===== src/rtl/registers_bram_mt.sv =====
// Per-thread register file in one block RAM with a write-source mux, write-first forwarding,
// a two-stage read pipeline, a zero-sweep after reset and a per-thread clear.
module registers_bram_mt #(
    parameter int WIDTH         = 16,
    parameter int N_THREADS     = 16,
    parameter int N_THREADS_MSB = (N_THREADS > 1) ? $clog2(N_THREADS) - 1 : 0,
    parameter int N_REGS        = 16,
    parameter int REG_ADDR_MSB  = $clog2(N_REGS) - 1,
    parameter int N_DIN         = 4,
    parameter int SEL_MSB       = $clog2(N_DIN) - 1
) (
    input  logic                     CLK,
    input  logic                     rst_n,
    input  logic [N_DIN*WIDTH-1:0]   din,
    input  logic [SEL_MSB:0]         din_select,
    input  logic                     wr_en,
    input  logic [N_THREADS_MSB:0]   wr_thread_num,
    input  logic [REG_ADDR_MSB:0]    wr_addr,
    input  logic                     rd_en0,
    input  logic                     rd_en1,
    input  logic [N_THREADS_MSB:0]   rd_thread_num,
    input  logic [REG_ADDR_MSB:0]    rd_addr,
    input  logic                     clear_req,
    input  logic [N_THREADS_MSB:0]   clear_thread,
    output logic [WIDTH-1:0]         dout,
    output logic                     dout_valid,
    output logic                     busy
);

    localparam int TH_W      = N_THREADS_MSB + 1;
    localparam int AD_W      = REG_ADDR_MSB + 1;
    localparam int ENTRY_W   = TH_W + AD_W;
    localparam int N_ENTRIES = N_THREADS * N_REGS;
    localparam int SEL_W     = SEL_MSB + 1;

    typedef enum logic [1:0] {
        ST_INIT  = 2'd0,
        ST_IDLE  = 2'd1,
        ST_CLEAR = 2'd2
    } state_t;

    state_t              state_r;
    state_t              state_next_s;
    logic [ENTRY_W-1:0]  cnt_r;
    logic [ENTRY_W-1:0]  cnt_next_s;
    logic [TH_W-1:0]     clr_thread_r;
    logic [TH_W-1:0]     clr_thread_next_s;
    logic                busy_r;

    logic                mem_we_s;
    logic [ENTRY_W-1:0]  mem_waddr_s;
    logic [WIDTH-1:0]    mem_wdata_s;
    logic [WIDTH-1:0]    wr_data_s;
    logic                wr_acc_s;
    logic                idle_s;
    logic                rd_acc_s;
    logic                fwd_s;
    logic [ENTRY_W-1:0]  wr_idx_s;
    logic [ENTRY_W-1:0]  rd_idx_s;

    logic [WIDTH-1:0]    mem [0:N_ENTRIES-1];
    logic [WIDTH-1:0]    s1_data_r;
    logic                s1_valid_r;
    logic                s1_valid_next_s;
    logic [WIDTH-1:0]    dout_r;
    logic                dout_valid_r;

    assign wr_idx_s   = {wr_thread_num, wr_addr};
    assign rd_idx_s   = {rd_thread_num, rd_addr};
    assign idle_s     = (state_r == ST_IDLE);
    assign rd_acc_s   = rd_en0 & idle_s;
    assign fwd_s      = rd_acc_s & wr_acc_s & (wr_idx_s == rd_idx_s);
    assign dout       = dout_r;
    assign dout_valid = dout_valid_r;
    assign busy       = busy_r;

    // Write-source mux; out-of-range selects fall back to source 0.
    always_comb begin
        wr_data_s = din[WIDTH-1:0];
        for (int k = 1; k < N_DIN; k++) begin
            wr_data_s = (din_select == SEL_W'(k)) ? din[k*WIDTH +: WIDTH] : wr_data_s;
        end
    end

    // Sweep FSM next-state and the single memory write port.
    always_comb begin
        state_next_s      = state_r;
        cnt_next_s        = cnt_r;
        clr_thread_next_s = clr_thread_r;
        mem_we_s          = 1'b0;
        mem_waddr_s       = wr_idx_s;
        mem_wdata_s       = wr_data_s;
        wr_acc_s          = 1'b0;
        case (state_r)
            ST_INIT: begin
                mem_we_s    = 1'b1;
                mem_waddr_s = cnt_r;
                mem_wdata_s = {WIDTH{1'b0}};
                if (cnt_r == ENTRY_W'(N_ENTRIES - 1)) begin
                    state_next_s = ST_IDLE;
                    cnt_next_s   = {ENTRY_W{1'b0}};
                end else begin
                    cnt_next_s = cnt_r + ENTRY_W'(1);
                end
            end
            ST_IDLE: begin
                // A clear request takes priority over a write in the same cycle.
                if (clear_req) begin
                    state_next_s      = ST_CLEAR;
                    clr_thread_next_s = clear_thread;
                    cnt_next_s        = {ENTRY_W{1'b0}};
                end else if (wr_en) begin
                    mem_we_s = 1'b1;
                    wr_acc_s = 1'b1;
                end else begin
                    mem_we_s = 1'b0;
                end
            end
            ST_CLEAR: begin
                mem_we_s    = 1'b1;
                mem_waddr_s = {clr_thread_r, cnt_r[AD_W-1:0]};
                mem_wdata_s = {WIDTH{1'b0}};
                if (cnt_r[AD_W-1:0] == AD_W'(N_REGS - 1)) begin
                    state_next_s = ST_IDLE;
                    cnt_next_s   = {ENTRY_W{1'b0}};
                end else begin
                    cnt_next_s = cnt_r + ENTRY_W'(1);
                end
            end
            default: begin
                state_next_s = ST_INIT;
                cnt_next_s   = {ENTRY_W{1'b0}};
            end
        endcase
    end

    // FSM state, sweep counter, latched clear thread and registered busy.
    always_ff @(posedge CLK or negedge rst_n) begin
        if (!rst_n) begin
            state_r      <= ST_INIT;
            cnt_r        <= {ENTRY_W{1'b0}};
            clr_thread_r <= {TH_W{1'b0}};
            busy_r       <= 1'b1;
        end else begin
            state_r      <= state_next_s;
            cnt_r        <= cnt_next_s;
            clr_thread_r <= clr_thread_next_s;
            busy_r       <= (state_next_s != ST_IDLE);
        end
    end

    // Block RAM array with a synchronous read into stage 1 (write-first on a same-entry hit).
    always_ff @(posedge CLK) begin
        if (mem_we_s) begin
            mem[mem_waddr_s] <= mem_wdata_s;
        end
        if (rd_acc_s) begin
            s1_data_r <= fwd_s ? mem_wdata_s : mem[rd_idx_s];
        end
    end

    // Stage-1 valid: a new read reloads it, an output load without reload empties it.
    always_comb begin
        if (rd_acc_s) begin
            s1_valid_next_s = 1'b1;
        end else if (rd_en1) begin
            s1_valid_next_s = 1'b0;
        end else begin
            s1_valid_next_s = s1_valid_r;
        end
    end

    // Stage-1 valid and the separate output register stage.
    always_ff @(posedge CLK or negedge rst_n) begin
        if (!rst_n) begin
            s1_valid_r   <= 1'b0;
            dout_r       <= {WIDTH{1'b0}};
            dout_valid_r <= 1'b0;
        end else begin
            s1_valid_r <= s1_valid_next_s;
            if (rd_en1) begin
                dout_r       <= s1_data_r;
                dout_valid_r <= s1_valid_r;
            end
        end
    end

endmodule


===== config.mk =====
export PLATFORM = sky130hd
export DESIGN_NAME = registers_bram_mt
export DESIGN_NICKNAME = d
export VERILOG_FILES = /design/src/rtl/registers_bram_mt.sv
export SDC_FILE = /design/constraint.sdc
export NUM_CORES = 2
export LEC_CHECK = 0
export BUFFER_PORTS_ARGS = -buffer_cell sky130_fd_sc_hd__buf_2
export CAP_MARGIN = 20
export CORE_ASPECT_RATIO = 0.75
export CORE_MARGIN = 2
export CORE_UTILIZATION = 61
export DETAILED_ROUTE_END_ITERATION = 6
export GPL_TIMING_DRIVEN = 0
export PLACE_DENSITY = 0.77
export SETUP_SLACK_MARGIN = 0.5
export SLEW_MARGIN = 25
export SYNTH_ARGS = -nofsm -noshare
export SYNTH_HDL_FRONTEND = slang
export SYNTH_SLANG_ARGS = --single-unit

===== constraint.sdc =====
create_clock -name CLK -period 6.1 [get_ports CLK]
set_input_delay 0 -clock CLK [delete_from_list [all_inputs] [get_ports CLK]]
set_output_delay 0 -clock CLK [all_outputs]
set_load 0.01 [all_outputs]

==> run metrics, run 1 <==
FFs w/ async S/R, synth=0.00796; first-pass GRT wire length=~1300000 um; Yosys reg bits=about 4100; vias in the first global route=117448; Synth area leaders=edfxtp_1 (76%), mux4_2 (10%), mux2i_1 (3.3%); Fail Step=5_1_grt; Ys Warns=0; Chip Width=598 um; Synth top area share=0.765; dpl hpwl=just over 600000 um; Post-Synthesis Cell Area=161000 um2; outcome=aborted with a tool error; IO buf count=approximately 100; io pins=110; dpl cells=11756; Seq/Total Area, Yosys=0.770; gpl congestion=between 1 and 1.5; clock sinks=approximately 4100; Netlist cell types=between 80 and 90; Post-Synthesis Cells=a little under 8000; Max Root-Sink Buffers=4; Synth Flop Type=edfxtp_1; htree depth=5; Root Buffer Master=clkbuf_16; Yosys top cell by area=edfxtp_1; CTS buffer count=379; Mapped Avg Cell Area=between 20 and 25 um2; largest net degree at the start of global routing=74; GRT Overall Usage=0.772; Log Error=[ERROR GRT-0116] Global routing finished with congestion. Check the congestion regions in the DRC Viewer.; Post-synth EDFFs=around 4100; Initial Util=0.614; Die H=450 um; global route total overflow=330; Cell Rows=between 150 and 200; Net Count, Synth=between 7000 and 8000
==> cells in the mapped netlist, types with 81 or more instances <==
| cell type | instances |
|---|---|
| a21oi_1 | 135 |
| a22oi_1 | 100 |
| buf_2 | 81 |
| buf_6 | 91 |
| clkbuf_1 | 212 |
| edfxtp_1 | 4112 |
| mux2_2 | 111 |
| mux2i_1 | 539 |
| mux4_2 | 736 |
| nand2_1 | 161 |
| nor2_1 | 371 |
| o221ai_1 | 146 |
| o22ai_1 | 153 |
==> per-layer routing <==
layer  overflow  global-route usage
met1         23               0.809
met2        143               0.870
met3         26               0.710
met4        134               0.639
met5          4               0.495
==> per-stage QoR <==
step	setup TNS (ns)	setup WS (ns)	instance area, um2	hold slack, ns
4_1_cts	0	0.430	191000	0.00195
3_5_place_dp	-0.0833	-0.0660	178000	0.131
3_3_place_gp	-	-5.44	166000	0.107
2_1_floorplan	0	0.517	161000	-0.296
==> kinds of logic after synthesis <==
family | after synthesis | share of synthesized area
flip-flops | 4145 | 0.770
multiplexers | 1390 | 0.144
AO/OA/AOI/OAI | 1015 | 0.0457
AND/OR/NAND/NOR | 726 | 0.0197
buffers and inverters | 501 | 0.0198
XOR/XNOR | 5 | 0.000271
adder cells (fa/ha/maj) | 2 | 0.000155
==> repair_timing <==
action	CTS
pin swaps	5
endpoints found under the hold margin	212
gates resized for setup	3
setup endpoints to repair	109
hold buffers	36
buffers inserted	8
==> run 2: changes to the inputs <==
--- a/config.mk
+++ b/config.mk
@@ -7,13 +7,11 @@
 export LEC_CHECK = 0
 export BUFFER_PORTS_ARGS = -buffer_cell sky130_fd_sc_hd__buf_2
 export CAP_MARGIN = 20
-export CORE_ASPECT_RATIO = 0.75
 export CORE_MARGIN = 2
-export CORE_UTILIZATION = 61
+export CORE_UTILIZATION = 40
 export DETAILED_ROUTE_END_ITERATION = 6
 export GPL_TIMING_DRIVEN = 0
-export PLACE_DENSITY = 0.77
-export SETUP_SLACK_MARGIN = 0.5
+export PLACE_DENSITY_LB_ADDON = 0.15
 export SLEW_MARGIN = 25
 export SYNTH_ARGS = -nofsm -noshare
 export SYNTH_HDL_FRONTEND = slang
==> run 2 against run 1 <==
  * The flow now finishes, with violations (DRC)
  * Synthesized area did not move
  * Synthesized cell count did not move
==> run metrics, run 2 <==
DIE AREA=~410000 um2; Worst setup SP type=input pin; Net Count, Synth=7878 (unchanged); Mapped Avg Cell Area=20.7 um2 (unchanged); Seq/Total Area, Yosys=0.770 (unchanged); Reg-to-Reg End=mem[171][11]$_DFFE_PP_; relative slew slack=0.157; drt total wl=around 890000 um; Biggest register=mem; worst hold endpoint=dout[1]$_DFFE_PN0P_; Synth Area in Compound Gates=0.0457 (unchanged); RSZ-0062 raised after global routing=no; commonest cells in the netlist=edfxtp_1 (4112), mux4_2 (736), mux2i_1 (539); Avg WL per Cell=roughly 61 um; Synth area leaders=edfxtp_1 (76%), mux4_2 (10%), mux2i_1 (3.3%); worst hold slack=between 0.01 and 0.015 ns; clock sinks=4145 (unchanged); Residual DRC=6; Final min period=5.79 ns; Post-Synthesis Cells=7784 (unchanged); max cap viols=0; Yosys top cell by area=edfxtp_1; top-count cell post-synth=edfxtp_1; WHS Path Cells=3; Post-Synthesis Cell Area=161000 um2 (unchanged); post-route ant nets=0; vias in the first global route=~92000; met2 usage=0.596; Worst-Skew Late Latency=roughly 1.1 ns; mux cell area share after synthesis=0.144 (unchanged); GR peak layer=met2; fin nets=around 8900; worst reg2reg path depth=10; Area Overhead vs Synth=21.7%; Netlist cell types=85 (unchanged); FFs w/ async S/R, synth=0.00796 (unchanged); CTS tree=built; GRT Overall Usage=0.433; Leak=roughly 65 nW; Peak VDD IR=between 0.2 and 0.3 mV; total power draw=0.0667 W; Die H=639 um (+42%); global route total overflow=0; first-pass GRT wire length=around 1100000 um; most frequent cells in the layout=edfxtp_1 (4112), mux4_2 (736), mux2i_1 (537); IO buf count=102 (unchanged); Chip Width=639 um (+6.9%); Adder-Cell Fraction of Synth Area=0.000155 (unchanged); simple-gate portion of the synthesized area=0.0197 (unchanged); setup violators final=0; vias per cell=~7; commonest non-fill, non-tap cell in the layout=edfxtp_1; Synth top area share=0.765 (unchanged); reg2reg setup slack=approximately 0.35 ns; Initial Util=0.401 (-0.212); Post-synth EDFFs=4112 (unchanged); CP required=a little under 7 ns; post-CTS sizing=0 (-3); Slew @ Worst Pin=1.26 ns; reg2reg start=state_r[0]$_DFF_PN0_; io pins=110 (unchanged); main combinational cell family by area after synthesis=multiplexers; final worst path period share=0.948; failing checks=DRC; initial DRC count=20899; dpl hpwl=644000 um (+5.8%); XOR/XNOR share of the synthesized area=0.000271 (unchanged); core area=a little over 400000 um2; outcome=finished with violations; Max Transition Viols Final=0; Max Clk Rate=173 MHz; drt first pass iters=7; Setup crit end kind=flop; Yosys reg bits=4145 (unchanged); Cell Rows=233 (+43%); Root Buffer Master=clkbuf_16; Ys Warns=0 (unchanged); initial antenna violation count=about 140; largest net degree at the start of global routing=73; gpl congestion=1.07 (-3.9%); max reg flops=slightly above 4000; htree depth=5 (unchanged); GR Layer Usage met3=0.171; Hold/Removal Path Class=in2reg; CTS buffer count=440 (+16%); Max Root-Sink Buffers=4 (unchanged); PD cells=340 nW/um2; CP Max Fanout=12; ratio of cells with drive above 1 in the final layout=0.306; Hold Path Origin=rd_en1; detailed-route via count=just over 100k; Final Hold Vio Count=0; met1 Usage GRT=0.551; Setup Crit Path Kind=in2reg; WP data arrival=6.60 ns; Clk pin slew, worst setup/hold paths=0.06 ns; skew final=around 0.067 ns; Synth Flop Type=edfxtp_1
## run 2: cell counts after synthesis
No cell type changed its count.
## run 2: critical path, cell delays in order
cell and delay, ns:
buf_2 0.29, clkbuf_2 0.42, buf_4 0.47, buf_2 0.84, buf_2 0.82, buf_2 0.79
clkbuf_2 0.52, buf_16 0.23, a31oi_1 0.12, a21oi_1 0.89, a21oi_1 0.51, a31oi_1 0.52
## run 2: through the flow
stage	setup slack (ns)	TNS, ns	area [um2]	utilization	cells
2_1_floorplan	0.491	0	161000	-	7784
3_3_place_gp	-6.48	-	169000	0.419	13173
3_5_place_dp	-0.301	-0.403	182000	0.452	13618
4_1_cts	0.583	0	196000	0.487	14476
6_report	0.315	0	196000	0.488	14598
5_1_grt	0.421	0	196000	0.488	14507
## run 2: worst max-delay path by stage
stage	slack, ns	start	to	depth (start not counted)
5_1_grt	0.42	state_r[0]$_DFF_PN0_	mem[171][15]$_DFFE_PP_	10
4_1_cts	0.58	state_r[0]$_DFF_PN0_	mem[171][15]$_DFFE_PP_	10
3_5_place_dp	-0.30	rd_addr[2]	s1_data_r[6]$_DFFE_PP_	12
3_3_place_gp	-6.48	state_r[0]$_DFF_PN0_	mem[126][5]$_DFFE_PP_	6
2_1_floorplan	0.49	state_r[0]$_DFF_PN0_	mem[0][0]$_DFFE_PP_	6
6_report	0.31	rd_addr[2]	s1_data_r[6]$_DFFE_PP_	12
## run 2: area by class of cell
class                           instances  area [um2]
Antenna cell                          122         305
Buffer                                486        3490
Clock buffer                          549       11500
Clock inverter                        263        2250
Fill cell                           32792      206000
Inverter                               15        58.8
Multi-Input combinational cell       3138       36300
Sequential cell                      4145      124000
Tap cell                             5287        6620
Timing Repair Buffer                  593       11600
## run 2: logic make-up after synthesis
family / Yosys count
buffers and inverters: 501
xor gates and xnor gates: 5
adders and majority gates: 2
DFF: 4145
and+or+nand+nor: 726
AOI/OAI and AO/OA: 1015
muxes: 1390
## run 2: report_power, final
group          leakage (nW)  internal (W)  switching, W
registers              39.5        0.0318      0.000153
logic                  18.8       0.00195       0.00639
clock network          6.68        0.0146        0.0118
total                  65.0        0.0483        0.0184
## run 2: timing repair
| item | 4_1_cts | 5_1_grt |
|---|---|---|
| hold buffers | 46 | 0 |
| setup buffers | 0 | 0 |
| hold endpoints to repair | 527 | 0 |
## run 2: routing by layer
layer / share of wire / wire length (um) / vias to the layer above
met5: 0.00047 / 420 / -
met4: 0.086 / 77000 / 62
met3: 0.14 / 128000 / 2073
met2: 0.41 / 370000 / 9780
met1: 0.36 / 318000 / 55372
li1: - / - / 35057
No activity file was read; power rests on OpenSTA's default activity.
